### config.mk
export PLATFORM = sky130hd
export DESIGN_NAME = ip_setup_ctrl
export DESIGN_NICKNAME = d
export VERILOG_FILES = /design/src/rtl/ip_setup_ctrl.sv
export SDC_FILE = /design/constraint.sdc
export NUM_CORES = 1
export LEC_CHECK = 0
export CORE_AREA = 2 2 231 233
export DETAILED_ROUTE_END_ITERATION = 7
export DIE_AREA = 0 0 233 235
export PLACE_DENSITY = 0.76
export SLEW_MARGIN = 5
export SYNTH_ARGS = -nofsm -noshare
export SYNTH_HDL_FRONTEND = slang
export SYNTH_SLANG_ARGS = --single-unit
### constraint.sdc
create_clock -name clk -period 23.7 [get_ports clk]
set_clock_uncertainty 0.05 [all_clocks]
set_input_delay 4.74 -clock clk [delete_from_list [all_inputs] [get_ports clk]]
set_output_delay 4.74 -clock clk [all_outputs]
set_load 0.01 [all_outputs]
### src/rtl/ip_setup_ctrl.sv
// rtl/ip_setup_ctrl.sv - IPM setup generator: RNG-fed vector L and product matrix L_hat via one shared gmul8
// Optional IPSETUP_SYM_EN: iterate only the upper triangle of L_hat and mirror each product.
module ip_setup_ctrl #(
   parameter int V = 8
) (
   input  logic               clk,
   input  logic               rst,
   input  logic               start,
   input  logic [7:0]         rnd_data,
   input  logic               rnd_valid,
   output logic               rnd_ready,
   output logic               busy,
   output logic               done,
   output logic               setup_valid,
   output logic [V*8-1:0]     L,
   output logic [V*V*8-1:0]   L_hat,
   output logic [7:0]         rej_cnt
);

   localparam int KW = (V > 2) ? $clog2(V) : 1;
   localparam logic [KW-1:0] LAST = KW'(V - 1);

   typedef enum logic [1:0] {IDLE, FILL, MUL, DONE} state_t;

   state_t        state;
   logic [7:0]    l_mem  [V];
   logic [7:0]    lh_mem [V][V];
   logic [KW-1:0] k;
   logic [KW-1:0] i;
   logic [KW-1:0] j;
   logic [7:0]    prod;

   // GF(2^8) multiply, AES reduction polynomial x^8+x^4+x^3+x+1
   function automatic logic [7:0] gmul8(input logic [7:0] a, input logic [7:0] b);
      logic [7:0] p;
      logic [7:0] x;
      p = 8'h00;
      x = a;
      for (int n = 0; n < 8; n++) begin
         if (b[n]) p = p ^ x;
         x = {x[6:0], 1'b0} ^ (x[7] ? 8'h1b : 8'h00);
      end
      return p;
   endfunction

   assign prod = gmul8(l_mem[i], l_mem[j]);

   for (genvar a = 0; a < V; a++) begin : g_pack
      assign L[8*a +: 8] = l_mem[a];
      for (genvar b = 0; b < V; b++) begin : g_pack_hat
         assign L_hat[8*(a*V+b) +: 8] = lh_mem[a][b];
      end
   end

   always_ff @(posedge clk or posedge rst) begin
      if (rst) begin
         state       <= IDLE;
         k           <= KW'(1);
         i           <= '0;
         j           <= '0;
         rnd_ready   <= 1'b0;
         busy        <= 1'b0;
         done        <= 1'b0;
         setup_valid <= 1'b0;
         rej_cnt     <= 8'h00;
         for (int a = 0; a < V; a++) begin
            l_mem[a] <= (a == 0) ? 8'h01 : 8'h00;
            for (int b = 0; b < V; b++) lh_mem[a][b] <= 8'h00;
         end
      end else begin
         case (state)
            IDLE: begin
               done <= 1'b0;
               if (start) begin
                  state       <= FILL;
                  rnd_ready   <= 1'b1;
                  busy        <= 1'b1;
                  setup_valid <= 1'b0;
                  rej_cnt     <= 8'h00;
                  k           <= KW'(1);
               end
            end
            FILL: begin
               if (rnd_valid && rnd_ready) begin
                  if (rnd_data == 8'h00) begin
                     if (rej_cnt != 8'hff) rej_cnt <= rej_cnt + 8'd1;
                  end else begin
                     l_mem[k] <= rnd_data;
                     if (k == LAST) begin
                        state     <= MUL;
                        rnd_ready <= 1'b0;
                        i         <= '0;
                        j         <= '0;
                     end else begin
                        k <= k + KW'(1);
                     end
                  end
               end
            end
            MUL: begin
               lh_mem[i][j] <= prod;
`ifdef IPSETUP_SYM_EN
               // gmul8 is commutative, so one product fills both mirror entries
               lh_mem[j][i] <= prod;
               if (j == LAST) begin
                  if (i == LAST) begin
                     state       <= DONE;
                     done        <= 1'b1;
                     setup_valid <= 1'b1;
                  end else begin
                     i <= i + KW'(1);
                     j <= i + KW'(1);
                  end
               end else begin
                  j <= j + KW'(1);
               end
`else
               if (j == LAST) begin
                  j <= '0;
                  if (i == LAST) begin
                     state       <= DONE;
                     done        <= 1'b1;
                     setup_valid <= 1'b1;
                  end else begin
                     i <= i + KW'(1);
                  end
               end else begin
                  j <= j + KW'(1);
               end
`endif
            end
            DONE: begin
               done  <= 1'b0;
               busy  <= 1'b0;
               state <= IDLE;
            end
            default: state <= IDLE;
         endcase
      end
   end

endmodule

==> results of run 1 <==
-- worst max-delay path by stage --
| stage | from | end | slack, ps |
|---|---|---|---|
| finish | rst | L_hat[18] | 16460 |
| global route | rst | L_hat[62] | 16050 |
| CTS | rst | L_hat[110] | 16420 |
| detailed placement | rst | L_hat[111] | 15750 |
| global placement | rst | L_hat[110] | 15840 |
| floorplan | rst | L[10] | 2150 |
-- per-stage QoR --
stage,cell area (um2),std cells
final,33100,3601
after global routing,33100,3601
after CTS,33100,3601
after detailed placement,31000,3494
after global placement,31000,3494
after floorplan,24500,2328
-- metal layers --
metal,vias up,wire length (um),track usage (%)
met5,-,0,0
met4,0,3410,12.0
met3,181,7060,8.19
met2,896,39300,48.3
met1,9960,33200,38.7
li1,8958,-,-
-- logic make-up (layout without fill, tap and decap cells) --
kind of cell,after synthesis,after routing
xor gates and xnor gates,77,77
buffers and inverters,157,742
AOI/OAI and AO/OA,609,609
DFF,599,599
adders and majority gates,11,11
and+or+nand+nor,767,767
muxes,108,108
-- layout by cell type, fill, tap and decap left out, types with 8 or more instances in the layout --
cell             synthesis  routed
clkdlybuf4s50_1          0     599
dfrtp_1                597     596
nor2_1                 353     353
nand2_1                328     328
a21oi_1                254     254
o21ai_0                228     228
mux2_2                  72      72
clkbuf_16                0      60
xnor2_1                 40      39
a21oi_2                 33      33
o21ai_2                 26      26
mux2i_1                 25      25
buf_4                    4      24
xor2_1                  23      23
clkbuf_8                 0      20
nand3_1                 17      17
o21ai_1                 16      16
nor3_1                  16      12
ha_1                    11      11
mux4_2                  10      10
a22o_1                   9       9
clkinv_2                 0       9
nor2b_1                  8       8
o22ai_1                  8       8
xnor2_4                  2       8
-- synth_stat cells (16+ instances only) --
| master | n |
|---|---|
| dfrtp_1 | 597 |
| nor2_1 | 353 |
| nand2_1 | 328 |
| a21oi_1 | 254 |
| o21ai_0 | 228 |
| clkbuf_1 | 116 |
| mux2_2 | 72 |
| xnor2_1 | 40 |
| a21oi_2 | 33 |
| o21ai_2 | 26 |
| mux2i_1 | 25 |
| xor2_1 | 23 |
| nand3_1 | 17 |
| nor3_1 | 16 |
| o21ai_1 | 16 |
-- layout make-up --
| type | count | share of cell area [%] |
|---|---|---|
| Clock inverter | 21 | 0.918 |
| Sequential cell | 599 | 45.3 |
| Tap cell | 688 | 2.60 |
| Multi-Input combinational cell | 1572 | 26.9 |
| Clock buffer | 86 | 5.43 |
| Inverter | 11 | 0.155 |
| Timing Repair Buffer | 624 | 18.7 |
-- registers in the layout, indices dropped and copies added, names as in the netlist --
name and flops:
done 1, setup_valid 1, L_hat 512, k 3, L 64, j 3
rnd_ready 1, busy 1, state 2, rej_cnt 8, i 3
-- critical path: stages --
cell and delay [ps]:
clkdlybuf4s50_1 490, inv_8 750, buf_4 890, buf_12 710
==> results_dict.tcl, run 1 <==
set metrics [dict create \
    synth_top_family_by_area "compound AO/OA/AOI/OAI gates" \
    cap_violations 0 \
    slew_violations 0 \
    synthSimpleGateAreaFrac_pct 12.6 \
    synthFlopType "dfrtp_1" \
    ioPinCount 600 \
    hpwl_mm 57.5 \
    timing.rr.start "i[0]" \
    worst_slack_ps 16460 \
    fin_hold_ws_ps 426 \
    cp.arrival_ps 7830 \
    drtIter0Drc 1592 \
    hp-class "reg2reg" \
    die_area_um2 54800 \
    finalSetupTns_ps 0 \
    grt_pass1_vias 19700 \
    synth_xor_area_share_pct 3.41 \
    io_buffer_count 599 \
    required_ps 24290 \
    dieWidth_um 233 \
    hold_start "L_hat[484]" \
    wl_per_cell_um 23.0 \
    drive_above_1_share_pct 10.4 \
    synthTopCellsByArea "dfrtp_1, nor2_1, a21oi_1, nand2_1, o21ai_0" \
    synth_compound_area_share_pct 14.1 \
    num-fill-cells 4095 \
    multi_input_area_um2 8920 \
    clock_sinks 599 \
    slew_headroom_pct 19.0 \
    worstSetupStartpointType "input pin" \
    syn_to_final_growth_pct 35.2 \
    min_path_cells 2 \
    cp_max_fo 171 \
    synth.distinct_cells 66 \
    syn_nets 2351 \
    ys_ff_latch 599 \
    numCtsBuffers 59 \
    yosysTopAreaCellShare_pct 61.0 \
    ys_seq_area_share_pct 61.2 \
    clk_pin_slew_ps 60 \
    drc 0 \
    syn_avg_cell_area_um2 10.5 \
    postCtsSetupRepairBufs 0 \
    worst_setup_path_end_kind "asynchronous set/reset pin" \
    rsz0062_at_grt "false" \
    hold_violations 0 \
    cts-htree-levels 2 \
    vias 20000 \
    syn-instance-count 2328 \
    grt_max_degree 172 \
    fp-row-count 84 \
    antenna_found_initial 0 \
    place.gp.congestion 0.901 \
    r2r_end "L_hat[444]" \
    n_antenna_cell 0 \
    initial_core_util_pct 46.9 \
    grt_pass1_wl_mm 125 \
    tightest_slew_ps 1210 \
    synth_mux_area_share_pct 5.34 \
    yosysWarnings 0 \
    first_pass_iters 5 \
    fin_crit_sh_pct 30.5 \
    reg2regPathDepth 11 \
    die_h_um 235 \
    setup_viol 0 \
    hold_buffers 0 \
    drt_wl_total_mm 82.9 \
    synth_area_leader_cell "dfrtp_1" \
    fin_nets 2890 \
    pre_cts_ws_ps 15750 \
    finalCriticalPeriod_ps 7240 \
    synthesis.area_um2 24500 \
    reg2reg_slack_ps 17550 \
    seqCellArea_um2 15000 \
    cts_tree "built" \
    status "finished clean" \
    critPathKind "in2async" \
    min_to "L_hat[484]" \
    ant_nets 0 \
    core_area_um2 52200 \
    globalRouteTotalUtil_pct 30.1 \
    cts_resized 0 \
    grt_overflow_total 0 \
    fin_util_pct 63.4 \
    viasPerCell 5.55 \
    cts_max_path_buffers 3 \
    fmax_ghz 0.138 \
    cts_root_buf "clkbuf_16" \
    synth_edf_count 0 \
    async_reset_ff_share_pct 100 \
    worstSkewPairLatency_ps 630 \
    synthAdderAreaFrac_pct 0.562 \
]
Power of run 1 is not shown: default switching activity piles up to over one toggle a cycle in this logic, so the estimate is an artifact.
==> run 2: changes to the inputs <==
--- a/config.mk
+++ b/config.mk
@@ -5,10 +5,11 @@
 export SDC_FILE = /design/constraint.sdc
 export NUM_CORES = 1
 export LEC_CHECK = 0
-export CORE_AREA = 2 2 231 233
+export CORE_ASPECT_RATIO = 1.1
+export CORE_MARGIN = 2
+export CORE_UTILIZATION = 45
 export DETAILED_ROUTE_END_ITERATION = 7
-export DIE_AREA = 0 0 233 235
-export PLACE_DENSITY = 0.76
+export PLACE_DENSITY = 0.77
 export SLEW_MARGIN = 5
 export SYNTH_ARGS = -nofsm -noshare
 export SYNTH_HDL_FRONTEND = slang
==> constraint.sdc (replaced) <==
create_clock -name clk -period 6.5 [get_ports clk]
set_clock_uncertainty 0.05 [all_clocks]
set_input_delay 1.3 -clock clk [delete_from_list [all_inputs] [get_ports clk]]
set_output_delay 1.3 -clock clk [all_outputs]
set_load 0.01 [all_outputs]
==> results_dict.tcl, run 2 (synthesis results as in run 1) <==
set metrics [dict create \
    wl_per_cell_um 22.9 \
    drtIter0Drc 1520 \
    layout_common_cells "clkdlybuf4s50_1, dfrtp_1, nor2_1" \
    core_area_um2 53700 \
    slew_violations 0 \
    die_area_um2 56300 \
    clock_sinks 599 \
    setup_viol 0 \
    postCtsSetupRepairBufs 0 \
    cts_resized 0 \
    worstSetupStartpointType "flip-flop" \
    n_antenna_cell 0 \
    cts_tree "built" \
    routedLengthMet1_mm 32.1 \
    hold_violations 0 \
    ant_nets 0 \
    worstSetupEndpoint "L_hat[390]" \
    required_ps 6900 \
    fin_hold_ws_ps 429 \
    fin_util_pct 61.8 \
    crit_chain "inv_2 > a311o_1 > a222oi_1 > xnor2_1 > xor2_1 > nor2_1 > xnor2_1 > xnor2_1 > xnor2_4 > buf_4 > a21oi_1" \
    numCtsBuffers 59 \
    tightest_slew_ps 1290 \
    final_common_cell "clkdlybuf4s50_1" \
    initial_core_util_pct 45.6 \
    antenna_found_initial 0 \
    cp_num_buf_inv 2 \
    slowest_delay_ps 920 \
    dieWidth_um 226 \
    grt_pass1_vias 20000 \
    hp-class "reg2reg" \
    ioPinCount 600 \
    largest_reg_flops 512 \
    hpwl_mm 58.7 \
    crit_cells 11 \
    timing.rr.start "i[0]" \
    seqCellArea_um2 15000 \
    rsz0062_at_grt "false" \
    r2r_end "L_hat[390]" \
    dr.max_layer_used "met5" \
    grt_overflow_total 0 \
    fp-row-count 89 \
    reg2reg_slack_ps 1470 \
    grt_max_degree 173 \
    hold_buffers 0 \
    drt_wl_total_mm 83.7 \
    status "finished clean" \
    globalRouteTotalUtil_pct 29.5 \
    critPathTopFamily "XOR/XNOR gates" \
    cp_max_fo 35 \
    clk_pin_slew_ps 60 \
    cpMostUsedCell "xnor2_1" \
    cpMaxStageDelayCell "dfrtp_1" \
    reg2regPathDepth 11 \
    drc 0 \
    worstSkewPairLatency_ps 610 \
    crit_start "i[0]" \
    place.gp.congestion 0.895 \
    finalCriticalPeriod_ps 5030 \
    worst_setup_path_end_kind "flip-flop" \
    die_h_um 249 \
    num-fill-cells 4317 \
    cts_max_path_buffers 3 \
    wl_met2_mm 39.7 \
    fin_nets 2897 \
    io_buffer_count 599 \
    critPathKind "reg2reg" \
    cts_root_buf "clkbuf_16" \
    fin_crit_sh_pct 77.4 \
    fmax_ghz 0.199 \
    drive_above_1_share_pct 10.5 \
    vias 19900 \
    first_pass_iters 5 \
    multi_input_area_um2 8920 \
    slew_headroom_pct 13.5 \
    viasPerCell 5.45 \
    cp.arrival_ps 5430 \
    routed-wl-met3_mm 7.63 \
    cts-htree-levels 2 \
    cap_violations 0 \
    grt_pass1_wl_mm 125 \
    syn_to_final_growth_pct 35.4 \
]
## run 2: cell types whose count changed in the layout (fill, tap and decap cells not counted), sizes merged
cell and delta:
bufinv -2, clkbuf -2, inv +3, clkinv +2, buf +7
## run 2: worst min-delay path by stage
stage / slack, ps / to / startpoint / cells after the start
2_1_floorplan: 470 / L_hat[27] / L_hat[27] / 2
3_3_place_gp: 410 / L_hat[474] / L_hat[474] / 2
3_5_place_dp: 420 / L_hat[164] / L_hat[164] / 2
4_1_cts: 430 / L_hat[412] / L_hat[412] / 2
5_1_grt: 450 / L_hat[11] / L_hat[11] / 2
6_report: 430 / L_hat[10] / L_hat[10] / 2
## run 2: cell type report
| class | count | share of cell area (%) |
|---|---|---|
| clock buffer | 84 | 5.10 |
| tap | 728 | 2.75 |
| sequential | 599 | 45.2 |
| multi-input combinational | 1572 | 26.9 |
| inverter | 11 | 0.143 |
| timing repair buffer | 631 | 19.1 |
| clock inverter | 24 | 0.762 |
## run 2: through the flow
step / TNS, ps / instances / setup WS (ps) / cell area [um2]
floorplan: -1802950 / 2328 / -3020 / 24500
global placement: 0 / 3541 / 1590 / 31200
detailed placement: 0 / 3541 / 1520 / 31200
CTS: 0 / 3649 / 1520 / 33200
global route: 0 / 3649 / 1050 / 33200
finish: 0 / 3649 / 1470 / 33200
## run 2: per-layer routing
metal	vias to the layer above	track usage (%)
met5	-	0.697
met4	2	13.9
met3	203	8.78
met2	868	47.6
met1	9857	36.4
li1	8967	-
## run 2: tightest hold or removal path, stage by stage, from the launching register on
cell and delay (ps):
dfrtp_1 340, nand2_1 50, o21ai_0 60
Power of run 2 is left out for the same reason.
